--- config.mk ---
export PLATFORM = sky130hd
export DESIGN_NAME = vga_timing_gen
export DESIGN_NICKNAME = d
export VERILOG_FILES = /design/src/rtl/vga_timing_gen.sv
export SDC_FILE = /design/constraint.sdc
export NUM_CORES = 1
export LEC_CHECK = 0
export ABC_AREA = 1
export BUFFER_PORTS_ARGS = -buffer_cell sky130_fd_sc_hd__buf_2
export CAP_MARGIN = 5
export CORE_ASPECT_RATIO = 2
export CORE_UTILIZATION = 52
export CTS_CLUSTER_DIAMETER = 60
export DETAILED_ROUTE_END_ITERATION = 10
export PLACE_DENSITY_LB_ADDON = 0.25
export SYNTH_ARGS = -nofsm -noshare
export SYNTH_HDL_FRONTEND = slang
export SYNTH_SLANG_ARGS = --single-unit
--- constraint.sdc ---
create_clock -name clk_clk -period 2.15 [get_ports clk_clk]
set_clock_uncertainty 0.05 [all_clocks]
set_input_delay 0.43 -clock clk_clk [delete_from_list [all_inputs] [get_ports clk_clk]]
set_output_delay 0.43 -clock clk_clk [all_outputs]
set_load 0.01 [all_outputs]
--- src/rtl/vga_timing_gen.sv ---
// VGA raster timing: frame counters, pixel fetch requests and sync/blank/RGB pins.
// Latency 2 clocks counter-to-pins; no backpressure, px_data must follow px_req by one clock.
module vga_timing_gen #(
  parameter int H_ACTIVE = 640,
  parameter int H_FP     = 16,
  parameter int H_SYNC   = 96,
  parameter int H_BP     = 48,
  parameter int V_ACTIVE = 480,
  parameter int V_FP     = 10,
  parameter int V_SYNC   = 2,
  parameter int V_BP     = 33
) (
  input  logic        clk_clk,
  input  logic        reset_reset_n,
  input  logic        en,
  output logic        px_req,
  output logic [9:0]  px_x,
  output logic [8:0]  px_y,
  input  logic [23:0] px_data,
  output logic        frame_start,
  output logic        vga_CLK,
  output logic        vga_HS,
  output logic        vga_VS,
  output logic        vga_BLANK,
  output logic        vga_SYNC,
  output logic [7:0]  vga_R,
  output logic [7:0]  vga_G,
  output logic [7:0]  vga_B
);

  localparam int H_TOTAL = H_ACTIVE + H_FP + H_SYNC + H_BP;
  localparam int V_TOTAL = V_ACTIVE + V_FP + V_SYNC + V_BP;
  localparam int HW      = $clog2(H_TOTAL);
  localparam int VW      = $clog2(V_TOTAL);

  localparam logic [HW-1:0] H_LAST    = HW'(H_TOTAL - 1);
  localparam logic [HW-1:0] H_ACT_END = HW'(H_ACTIVE);
  localparam logic [HW-1:0] HS_START  = HW'(H_ACTIVE + H_FP);
  localparam logic [HW-1:0] HS_END    = HW'(H_ACTIVE + H_FP + H_SYNC);
  localparam logic [VW-1:0] V_LAST    = VW'(V_TOTAL - 1);
  localparam logic [VW-1:0] V_ACT_END = VW'(V_ACTIVE);
  localparam logic [VW-1:0] VS_START  = VW'(V_ACTIVE + V_FP);
  localparam logic [VW-1:0] VS_END    = VW'(V_ACTIVE + V_FP + V_SYNC);

  logic [HW-1:0] h_cnt_q, h_cnt_d;
  logic [VW-1:0] v_cnt_q, v_cnt_d;

  logic          run;
  logic          active_s0;
  logic          hs_n_s0;
  logic          vs_n_s0;

  logic          act1_q, act1_d;
  logic          hs1_q, hs1_d;
  logic          vs1_q, vs1_d;

  logic          blank_q, blank_d;
  logic          hs2_q, hs2_d;
  logic          vs2_q, vs2_d;
  logic [23:0]   rgb_q, rgb_d;

  // Reset gates stage 0 too, so the request side is quiet while reset is held.
  assign run = en & reset_reset_n;

  always_comb begin
    h_cnt_d = h_cnt_q;
    v_cnt_d = v_cnt_q;
    if (!run) begin
      h_cnt_d = '0;
      v_cnt_d = '0;
    end else if (h_cnt_q == H_LAST) begin
      h_cnt_d = '0;
      if (v_cnt_q == V_LAST) begin
        v_cnt_d = '0;
      end else begin
        v_cnt_d = v_cnt_q + VW'(1);
      end
    end else begin
      h_cnt_d = h_cnt_q + HW'(1);
    end
  end

  always_ff @(posedge clk_clk) begin
    if (!reset_reset_n) begin
      h_cnt_q <= '0;
      v_cnt_q <= '0;
    end else begin
      h_cnt_q <= h_cnt_d;
      v_cnt_q <= v_cnt_d;
    end
  end

  // Stage 0: decode straight from the counters.
  always_comb begin
    active_s0 = run & (h_cnt_q < H_ACT_END) & (v_cnt_q < V_ACT_END);
    hs_n_s0   = ~(run & (h_cnt_q >= HS_START) & (h_cnt_q < HS_END));
    vs_n_s0   = ~(run & (v_cnt_q >= VS_START) & (v_cnt_q < VS_END));
  end

  always_comb begin
    px_req      = active_s0;
    px_x        = '0;
    px_y        = '0;
    frame_start = run & (h_cnt_q == '0) & (v_cnt_q == '0);
    if (active_s0) begin
      px_x = 10'(h_cnt_q);
      px_y = 9'(v_cnt_q);
    end
  end

  // Stage 1 lines control up with px_data; stage 2 drives the pins.
  always_comb begin
    act1_d  = active_s0;
    hs1_d   = hs_n_s0;
    vs1_d   = vs_n_s0;
    blank_d = act1_q;
    hs2_d   = hs1_q;
    vs2_d   = vs1_q;
    rgb_d   = '0;
    if (act1_q) begin
      rgb_d = px_data;
    end
  end

  always_ff @(posedge clk_clk) begin
    if (!reset_reset_n) begin
      act1_q  <= 1'b0;
      hs1_q   <= 1'b1;
      vs1_q   <= 1'b1;
      blank_q <= 1'b0;
      hs2_q   <= 1'b1;
      vs2_q   <= 1'b1;
      rgb_q   <= '0;
    end else begin
      act1_q  <= act1_d;
      hs1_q   <= hs1_d;
      vs1_q   <= vs1_d;
      blank_q <= blank_d;
      hs2_q   <= hs2_d;
      vs2_q   <= vs2_d;
      rgb_q   <= rgb_d;
    end
  end

  assign vga_CLK   = clk_clk;
  assign vga_HS    = hs2_q;
  assign vga_VS    = vs2_q;
  assign vga_BLANK = blank_q;
  assign vga_SYNC  = 1'b0;
  assign vga_R     = rgb_q[23:16];
  assign vga_G     = rgb_q[15:8];
  assign vga_B     = rgb_q[7:0];

endmodule

==> impl_metrics.toml <==
[final_layout]
antenna_cells = 0
final_cell_mix = "75 x nor2_1, 75 x buf_2, 53 x inv_1"
nFillCells = 341
area_growth_pct = 26.7
fin_nets = 404
post_layout_nonfiller_instances = 424
drive_above_1_share = 0.292

[placement]
portBuffers = 75
dp_cells = 412
gp_congestion = 0.911
dp_hpwl_um = 3500

[job]
cap_viol_max_count = 0

[timing]
rsz0062_at_grt = "yes"
fin_worst_hold_slack_ns = 0.169
fin_crit_sh = 0.987
hold_viol = 0
fmax_mhz = 471
finalSetupViolCount = 0
slew_viol_final = 0
period_needed_ns = 2.12

[synth]
netlist_area_mm2 = 0.00211
syn_avg_cell_area_um2 = 7.26
synth.yosys.seq_area_share = 0.475
synth.distinct_cells = 27
synth_seq_cells = 50
yosys_warnings = 0
syn_inst = 290
synth_fp_nets = 321

[hold_path]
hold_path_class = "in2reg"

[global_routing]
grt_start_max_net_pins = 26
grt_usage = 0.247
grt_overflow = 0
grt_pass1_vias = 1798
grt_antenna_before_repair = 0
grt_pass1_wl_um = 7620

[setup_path]
cp_cell_sequence = "inv_1 -> nor3_2 -> nor2_1 -> nand3_2 -> buf_4 -> nor2_1 -> buf_2"
cpPeakStageDelay_ns = 0.38
cp_common_cell = "nor2_1"
worstPathMaxFanout = 9
slowest_stage = "dfxtp_2"
start_kind = "flop"
critical_path_required_ns = 1.67
crit_type = "reg2out"
crit_arrival_ns = 1.64
critPathCaptureType = "primary output"
r2r_setup_slack_ns = 0.52

[power_and_ir_drop]
power_frac_comb = 0.058
leakagePower_uw = 0.00141
switching_share = 0.233
p_switching_uw = 406
powerDensity_mw_per_mm2 = 654
ir_drop_mv = 0.520
p_clk_frac = 0.400
intPower_uw = 1340
seq_power_share = 0.542

[drt]
detail_route.wl_per_cell_um = 11.2
wl_um = 4740
drc = 0
antenna_left = 0
viasPerCell = 4.67
dr_total_vias = 1979
drtPass1Iterations = 4
drtIter0Drc = 49

[die]
core_mm2 = 0.00384
rows = 32
initial_core_util = 0.548
fp.dieH_um = 92.0
ios = 77
die_w_um = 47.0
die_area_mm2 = 0.00432

[clocking]
cts_tree = "yes"
clkTransAtPathRegs_ns = 0.08
clock_latency_ns = 0.41

[status]
status = "completed"
## timing repair
item | in CTS | in global routing
setup endpoints to repair | 18 | 20
buffers inserted | 1 | 1
gates resized for setup | 2 | 5
endpoints found under the hold margin | 0 | 0
hold buffers | 0 | 0
pin swaps | 1 | 2
## flip-flops by register name, indices dropped and copies added (netlist names)
signal,cells
vga_BLANK,1
hs1_q,1
vga_HS,1
h_cnt_q,10
rgb_q,24
vga_VS,1
act1_q,1
vs1_q,1
v_cnt_q,10
## cell families after synthesis
kind of cell             after synthesis  synth area share
XOR/XNOR                               4            0.0166
buffers and inverters                 63             0.125
AO/OA/AOI/OAI                         11            0.0303
AND/OR/NAND/NOR                      157             0.327
other                                  1           0.00178
flip-flops                            50             0.475
adder cells (fa/ha/maj)                4            0.0238
## layer usage
layer | wire (um) | global-route usage | up-vias
met4 | 223 | 0.169 | 0
met1 | 1750 | 0.230 | 843
li1 | - | - | 1027
met3 | 311 | 0.0669 | 17
met2 | 2460 | 0.425 | 92
met5 | 0 | 0 | -
## cells in the mapped netlist
cell      instances  area share
nor2_4            2       0.011
a21oi_1           4      0.0095
nor4_1            1      0.0030
nor2_1           75        0.13
nor3_1            6       0.014
nand2_1          48       0.086
xor2_1            4       0.017
clkbuf_1          2      0.0036
ha_1              4       0.024
buf_8             1      0.0071
nand4_1           4       0.012
nor3_2            1      0.0048
clkinv_2          1      0.0024
nor3b_1           1      0.0036
o22ai_1           1      0.0030
nand2_4           3       0.016
buf_4             4       0.014
o22ai_2           1      0.0059
dfxtp_1          50        0.48
inv_1            54       0.096
conb_1            1      0.0018
o21ai_1           3      0.0071
nand2_2           1      0.0030
nand3_2           2      0.0095
inv_2             1      0.0018
nand3_1          13       0.031
o21ai_0           2      0.0048
## final timing paths
kind | startpoint | to | cells past startpoint
max | h_cnt_q[9] | px_y[5] | 7
max reg2reg | h_cnt_q[0] | v_cnt_q[5] | 8
min | reset_reset_n | vga_VS | 2
min reg2reg | hs1_q | vga_HS | 2
## power by group through the flow
stage | Combinational [uW] | Clock (uW) | Sequential [uW]
floorplan | 51.1 | 38.3 | 974
global placement | 100 | 28.1 | 967
detailed placement | 102 | 28.1 | 967
CTS | 103 | 713 | 945
global route | 117 | 755 | 948
finish | 102 | 697 | 945
## cell type report
class | instances | area, um^2 | area share
Sequential cell | 50 | 1010 | 0.377
Multi-Input combinational cell | 177 | 848 | 0.318
Timing Repair Buffer | 79 | 408 | 0.153
Inverter | 56 | 211 | 0.0793
Clock buffer | 9 | 115 | 0.0432
Tap cell | 51 | 63.8 | 0.0239
Clock inverter | 2 | 15.0 | 0.00563
## critical path: cells and delay by family (launching register included)
family,cells,cell delay [ns]
and+or+nand+nor,4,0.45
buffers and inverters,3,0.40
DFF,1,0.38
## stage by stage
stage / TNS [ns] / utilization / setup slack (ns) / area [um^2] / total power (uW)
after global routing: -0.0378 / 0.694 / -0.0112 / 2670 / 1820
after floorplan: 0 / - / 0.476 / 2110 / 1060
final: 0 / 0.694 / 0.0285 / 2670 / 1740
after global placement: 0 / 0.654 / 0.252 / 2510 / 1100
after detailed placement: 0 / 0.654 / 0.210 / 2510 / 1100
after CTS: 0 / 0.690 / 0.0266 / 2650 / 1760
(Power assumes the default switching activity.)
